[config.mk]
export PLATFORM = sky130hd
export DESIGN_NAME = fir_tap_sequencer
export DESIGN_NICKNAME = d
export VERILOG_FILES = /design/src/rtl/dsp_pkg.sv /design/src/rtl/fir_delay_line.sv /design/src/rtl/fir_tap_sequencer.sv
export SDC_FILE = /design/constraint.sdc
export NUM_CORES = 1
export LEC_CHECK = 0
export CAP_MARGIN = 30
export CORE_ASPECT_RATIO = 1.1
export CORE_MARGIN = 2
export CORE_UTILIZATION = 30
export DETAILED_ROUTE_END_ITERATION = 16
export SYNTH_ARGS = -nofsm -noshare
export SYNTH_HDL_FRONTEND = slang
export SYNTH_SLANG_ARGS = --single-unit
export TNS_END_PERCENT = 100
[constraint.sdc]
create_clock -name clk -period 7.2 [get_ports clk]
set_input_delay 1.44 -clock clk [delete_from_list [all_inputs] [get_ports clk]]
set_output_delay 1.44 -clock clk [all_outputs]
set_load 0.01 [all_outputs]
[src/rtl/dsp_pkg.sv]
`default_nettype none
// ============================================================================
// Module   : dsp_pkg
// Purpose  : Shared widths, sequencer state encoding and circular-index
//            helpers for the FIR tap sequencer.
// Revision : 1.0 - initial release
// ============================================================================
package dsp_pkg;

  localparam int DW_DEFAULT = 16;
  localparam int AW_DEFAULT = 32;

  typedef enum logic [1:0] {
    ST_IDLE  = 2'd0,
    ST_RUN   = 2'd1,
    ST_DRAIN = 2'd2,
    ST_OUT   = 2'd3
  } seq_state_e;

  // (a - b) mod n for 0 <= a,b < n; n need not be a power of two
  function automatic int idx_sub(input int a, input int b, input int n);
    return (a >= b) ? (a - b) : (a + n - b);
  endfunction

  // (a + 1) mod n for 0 <= a < n
  function automatic int idx_inc(input int a, input int n);
    return (a == n - 1) ? 0 : (a + 1);
  endfunction

endpackage
`default_nettype wire

[src/rtl/fir_delay_line.sv]
`default_nettype none
// ============================================================================
// Module   : fir_delay_line
// Purpose  : Circular sample buffer of NTAPS entries. One write port; the
//            read port returns the sample 'offset' positions older than the
//            entry at 'newest'.
// Revision : 1.0 - initial release
// ============================================================================
module fir_delay_line
  import dsp_pkg::*;
#(
  parameter int NTAPS = 8,
  parameter int DW    = DW_DEFAULT
) (
  input  logic                     clk,
  input  logic                     rst,
  input  logic                     we_i,
  input  logic [$clog2(NTAPS)-1:0] waddr_i,
  input  logic signed [DW-1:0]     wdata_i,
  input  logic [$clog2(NTAPS)-1:0] newest_i,
  input  logic [$clog2(NTAPS)-1:0] offset_i,
  output logic signed [DW-1:0]     rdata_o
);

  localparam int PW = $clog2(NTAPS);

  logic signed [DW-1:0] line_q [NTAPS];
  logic [PW-1:0]        rd_idx;

  // Sample storage: cleared on reset, one entry written per accepted sample
  always_ff @(posedge clk) begin
    if (rst) begin
      for (int i = 0; i < NTAPS; i++) begin
        line_q[i] <= '0;
      end
    end else if (we_i) begin
      line_q[waddr_i] <= wdata_i;
    end
  end

  assign rd_idx  = PW'(idx_sub(int'(newest_i), int'(offset_i), NTAPS));
  assign rdata_o = line_q[rd_idx];

endmodule
`default_nettype wire

[src/rtl/fir_tap_sequencer.sv]
`default_nettype none
// ============================================================================
// Module   : fir_tap_sequencer
// Purpose  : Drives an external single-cycle MAC as an NTAPS-tap direct-form
//            FIR. Accepts a sample, walks one tap per cycle while feeding the
//            MAC output back as the running sum, then presents the result on
//            a valid/ready port.
// Revision : 1.0 - initial release
// ============================================================================
module fir_tap_sequencer
  import dsp_pkg::*;
#(
  parameter int NTAPS = 8,
  parameter int DW    = DW_DEFAULT,
  parameter int AW    = AW_DEFAULT
) (
  input  logic                     clk,
  input  logic                     rst,
  input  logic                     s_valid,
  output logic                     s_ready,
  input  logic signed [DW-1:0]     s_data,
  input  logic                     coef_we,
  input  logic [$clog2(NTAPS)-1:0] coef_addr,
  input  logic signed [DW-1:0]     coef_wdata,
  output logic signed [DW-1:0]     mac_a,
  output logic signed [DW-1:0]     mac_b,
  output logic signed [AW-1:0]     mac_acc_in,
  output logic                     mac_en,
  input  logic signed [AW-1:0]     mac_acc_out,
  output logic                     m_valid,
  input  logic                     m_ready,
  output logic signed [AW-1:0]     m_data
);

  localparam int            PW       = $clog2(NTAPS);
  localparam logic [PW-1:0] LAST_TAP = PW'(NTAPS - 1);

  seq_state_e           state_q, state_d;
  logic [PW-1:0]        tap_q, tap_d;
  logic [PW-1:0]        wr_ptr_q;
  logic [PW-1:0]        newest_q;
  logic signed [DW-1:0] coef_q [NTAPS];
  logic signed [AW-1:0] m_data_q;
  logic                 line_we;
  logic signed [DW-1:0] line_rdata;

  fir_delay_line #(
    .NTAPS (NTAPS),
    .DW    (DW)
  ) u_line (
    .clk      (clk),
    .rst      (rst),
    .we_i     (line_we),
    .waddr_i  (wr_ptr_q),
    .wdata_i  (s_data),
    .newest_i (newest_q),
    .offset_i (tap_q),
    .rdata_o  (line_rdata)
  );

  // State and tap counter registers
  always_ff @(posedge clk) begin
    if (rst) begin
      state_q <= ST_IDLE;
      tap_q   <= '0;
    end else begin
      state_q <= state_d;
      tap_q   <= tap_d;
    end
  end

  // Next state, tap advance and all handshake/MAC outputs
  always_comb begin
    state_d    = state_q;
    tap_d      = tap_q;
    s_ready    = 1'b0;
    m_valid    = 1'b0;
    mac_en     = 1'b0;
    mac_a      = '0;
    mac_b      = '0;
    mac_acc_in = '0;
    line_we    = 1'b0;
    case (state_q)
      ST_IDLE: begin
        s_ready = 1'b1;
        if (s_valid) begin
          line_we = 1'b1;
          tap_d   = '0;
          state_d = ST_RUN;
        end
      end
      ST_RUN: begin
        mac_en     = 1'b1;
        mac_a      = line_rdata;
        mac_b      = coef_q[tap_q];
        // First tap starts a fresh sum; later taps chain the MAC's registered result
        mac_acc_in = (tap_q == '0) ? '0 : mac_acc_out;
        if (tap_q == LAST_TAP) begin
          state_d = ST_DRAIN;
        end else begin
          tap_d = tap_q + 1'b1;
        end
      end
      ST_DRAIN: begin
        state_d = ST_OUT;
      end
      ST_OUT: begin
        m_valid = 1'b1;
        if (m_ready) begin
          state_d = ST_IDLE;
        end
      end
      default: begin
        state_d = ST_IDLE;
      end
    endcase
  end

  // Write pointer and newest-sample index, advanced on each accepted sample
  always_ff @(posedge clk) begin
    if (rst) begin
      wr_ptr_q <= '0;
      newest_q <= '0;
    end else if (line_we) begin
      newest_q <= wr_ptr_q;
      wr_ptr_q <= PW'(idx_inc(int'(wr_ptr_q), NTAPS));
    end
  end

  // Coefficient bank: writable only while idle and with an in-range index
  always_ff @(posedge clk) begin
    if (rst) begin
      for (int i = 0; i < NTAPS; i++) begin
        coef_q[i] <= '0;
      end
    end else if (coef_we && (state_q == ST_IDLE) && (int'(coef_addr) < NTAPS)) begin
      coef_q[coef_addr] <= coef_wdata;
    end
  end

  // Result capture once the MAC holds the final sum
  always_ff @(posedge clk) begin
    if (rst) begin
      m_data_q <= '0;
    end else if (state_q == ST_DRAIN) begin
      m_data_q <= mac_acc_out;
    end
  end

  assign m_data = m_data_q;

endmodule
`default_nettype wire

==> impl_metrics.yaml <==
yosys:
  synth_top_family_by_area: "simple AND/OR/NAND/NOR gates"
  synthAdderAreaFrac_pct: 1.144
  yosysSeqAreaShare_pct: 62.45
  synthXorXnorAreaFrac_pct: 0.1634
  synth_seq_cells: 302
  netlist_area_mm2: 0.01378
  yosys.area_share.simple_pct: 18.40
  synth_compound_area_share_pct: 0.7534
  netlist_instances: 943
  synth_fp_nets: 1027
  muxShareOfSynthArea_pct: 15.18
  yosys_warnings: 0
  synth.avg_cell_area_um2: 14.62
  netlist-cell-type-count: 31
sta:
  finalSetupViolations: 0
  rsz0062_at_grt: "no"
  finalClockSkew_ns: 0.01309
  slew_viol_final: 0
  hold_viol_final: 0
  min_period_ns: 5.210
  fmax_ghz: 0.1919
  tightestPinTransition_ns: 0.9908
  maxSlewHeadroom_pct: 33.94
  fin_setup_tns_ns: 0
  finalCritPeriodShare_pct: 72.37
floorplan:
  initial_core_util_pct: 30.33
  die_h_um: 228.8
  die_width_um: 208.4
  rows: 82
  core_region_area_mm2: 0.04545
  io_pins: 171
  die_area_mm2: 0.04768
global_routing:
  grt_pass1_vias: 8642
  grt_max_degree: 42
  antenna_found_initial: 3
  grt_usage_pct: 14.24
  grt_pass1_wl_um: 51740
  globalRouteOverflowTotal: 0
power:
  p_leak_uw: 0.006042
  power_density_mw_per_mm2: 269.4
  ir_worst_vdd_mv: 0.2286
status:
  run_status: "finished clean"
worst_setup_path:
  r2r_end: "coef_q[4][4]$_SDFFCE_PN0P_"
  required_ns: 5.76
  reg2reg_slack_ns: 4.46
  path_class: "reg -> out"
  critPathSlowestCell: "fa_2"
  crit_path_max_incr_delay_ns: 0.85
  crit_family: "adder cells"
  worstPathArrival_ns: 3.77
  worst_r2r_startpoint: "state_q[0]$_SDFFE_PP0P_"
  crit_buf_inv: 3
  start_kind: "register"
  rr_worst_depth: 5
  cp-end-kind: "primary output"
  path_cells: "ha_1 -> inv_1 -> fa_2 -> buf_4 -> mux4_2 -> mux2i_1 -> nor2b_1 -> clkdlybuf4s50_1"
  path_max_fanout: 20
  startpoint: "tap_q[0]$_SDFFE_PP0N_"
hold_path:
  hold_start: "newest_q[0]$_SDFFE_PP0N_"
  whs_endpoint: "newest_q[0]$_SDFFE_PP0N_"
  hp-class: "reg -> reg"
  worst_hold_path.num_cells: 2
cells_and_area:
  area_growth_pct: 25.26
  layout.nets: 1203
  mostFrequentLayoutCell: "and2_1"
  stdcell_area_mm2: 0.01727
  layout_common_cells: "289 x and2_1, 256 x edfxtp_1, 169 x clkdlybuf4s50_1, 65 x mux2i_1, 64 x mux4_2"
  fin_util_pct: 37.99
  drive_above_1_share_pct: 14.35
cts:
  clk_latency_ns: 0.53
  clk_pin_slew_ns: 0.06
  post_cts_buffers: 0
  htree_levels: 2
  cts.sinks: 302
  ctsResizeCount: 0
  cts_root_buffer: "clkbuf_16"
  cts_max_path_buffers: 3
  cts_buffers: 35
  cts_tree: "yes"
  hold_buffers: 0
route:
  wl_um: 33600
  drtIter0Drc: 468
  drt_pass1_iterations: 6
  drc: 0
  avgViaCountPerCell: 4.624
  wl_per_cell_um: 19.39
  vias: 8014
  ant_nets: 0
place:
  gp_congestion: 0.7120
  dpl_cell_area_mm2: 0.01618
  dpl.hpwl_um: 19940
  portBuffers: 170
run:
  drv_cap: 0
[power breakdown]
part / internal [uW] / leakage (uW) / switching (uW)
clock: 973 / 0.000523 / 719
combinational: 431 / 0.00250 / 443
sequential: 2030 / 0.00302 / 50.4
[how the worst max path moves through the flow]
stage / to / depth (start not counted)
final: mac_a[12] / 8
after global routing: mac_a[12] / 8
after CTS: mac_a[7] / 8
after detailed placement: mac_a[7] / 8
after global placement: mac_a[9] / 8
after floorplan: mac_a[1] / 8
[flip-flops by register name, summed over array words and instances (netlist names), named ones only]
register,cells
tap_q,3
state_q,2
newest_q,3
coef_q,128
wr_ptr_q,3
m_data,32
u_line.line_q,128
[synthesized netlist by cell type, drive strengths merged]
cell / number / area share (%)
nand3b: 1 / 0.054
inv: 7 / 0.19
or4b: 1 / 0.10
clkbuf: 32 / 0.87
mux2i: 65 / 4.7
and2: 289 / 13
nand4bb: 2 / 0.16
buf: 23 / 0.84
a21oi: 10 / 0.36
o2111ai: 1 / 0.064
a21boi: 1 / 0.054
edfxtp: 256 / 56
nor2: 47 / 1.4
nand2: 8 / 0.22
nand2b: 6 / 0.27
nand4b: 3 / 0.19
fa: 1 / 0.15
nor3: 4 / 0.25
or2: 16 / 0.73
dfxtp: 46 / 6.7
xnor3: 1 / 0.16
mux4: 64 / 10
nand3: 4 / 0.15
nand4: 4 / 0.18
nor2b: 35 / 1.6
ha: 11 / 1.0
o31ai: 5 / 0.27
[metrics by stage]
step | worst slack [ns] | hold WS [ns] | total power, uW | cells
after floorplan | 3.590 | 0.4363 | 2628 | 943
after global placement | 2.509 | 0.4486 | 2992 | 1669
after detailed placement | 2.477 | 0.4578 | 3013 | 1670
after CTS | 1.881 | 0.4653 | 4724 | 1731
after global routing | 1.728 | 0.4928 | 4861 | 1731
final | 1.990 | 0.4655 | 4651 | 1733
[tightest hold or removal path: cells and delay by family (launching register included)]
kind	cells	cell delay [ns]
AND/OR/NAND/NOR	1	0.05
flip-flops	1	0.31
AO/OA/AOI/OAI	1	0.05
[cell families (layout without fill, tap and decap cells)]
group | after synthesis | count (layout)
AND/OR/NAND/NOR | 420 | 420
flip-flops | 302 | 302
multiplexers | 129 | 129
buffers and inverters | 62 | 262
AO/OA/AOI/OAI | 17 | 17
adder cells (fa/ha/maj) | 12 | 12
XOR/XNOR | 1 | 1
other | 0 | 2
[metal layers]
layer	share of wire (%)	GRT usage [%]	vias to the layer above
met1	43	17.79	3999
met5	0.089	0	-
met3	5.7	3.311	56
met4	2.3	4.114	4
li1	-	-	3748
met2	49	24.57	207
[layout make-up]
class | count | area [um^2]
repair buffers | 194 | 1889
diodes | 2 | 5.005
multi-input cells | 579 | 4923
well taps | 588 | 735.7
flip-flops and latches | 302 | 8610
clock inverters | 18 | 170.2
fillers | 4315 | 28190
clock buffers | 43 | 905.9
inverters | 7 | 26.28
Power figures use the tool's default switching activity.
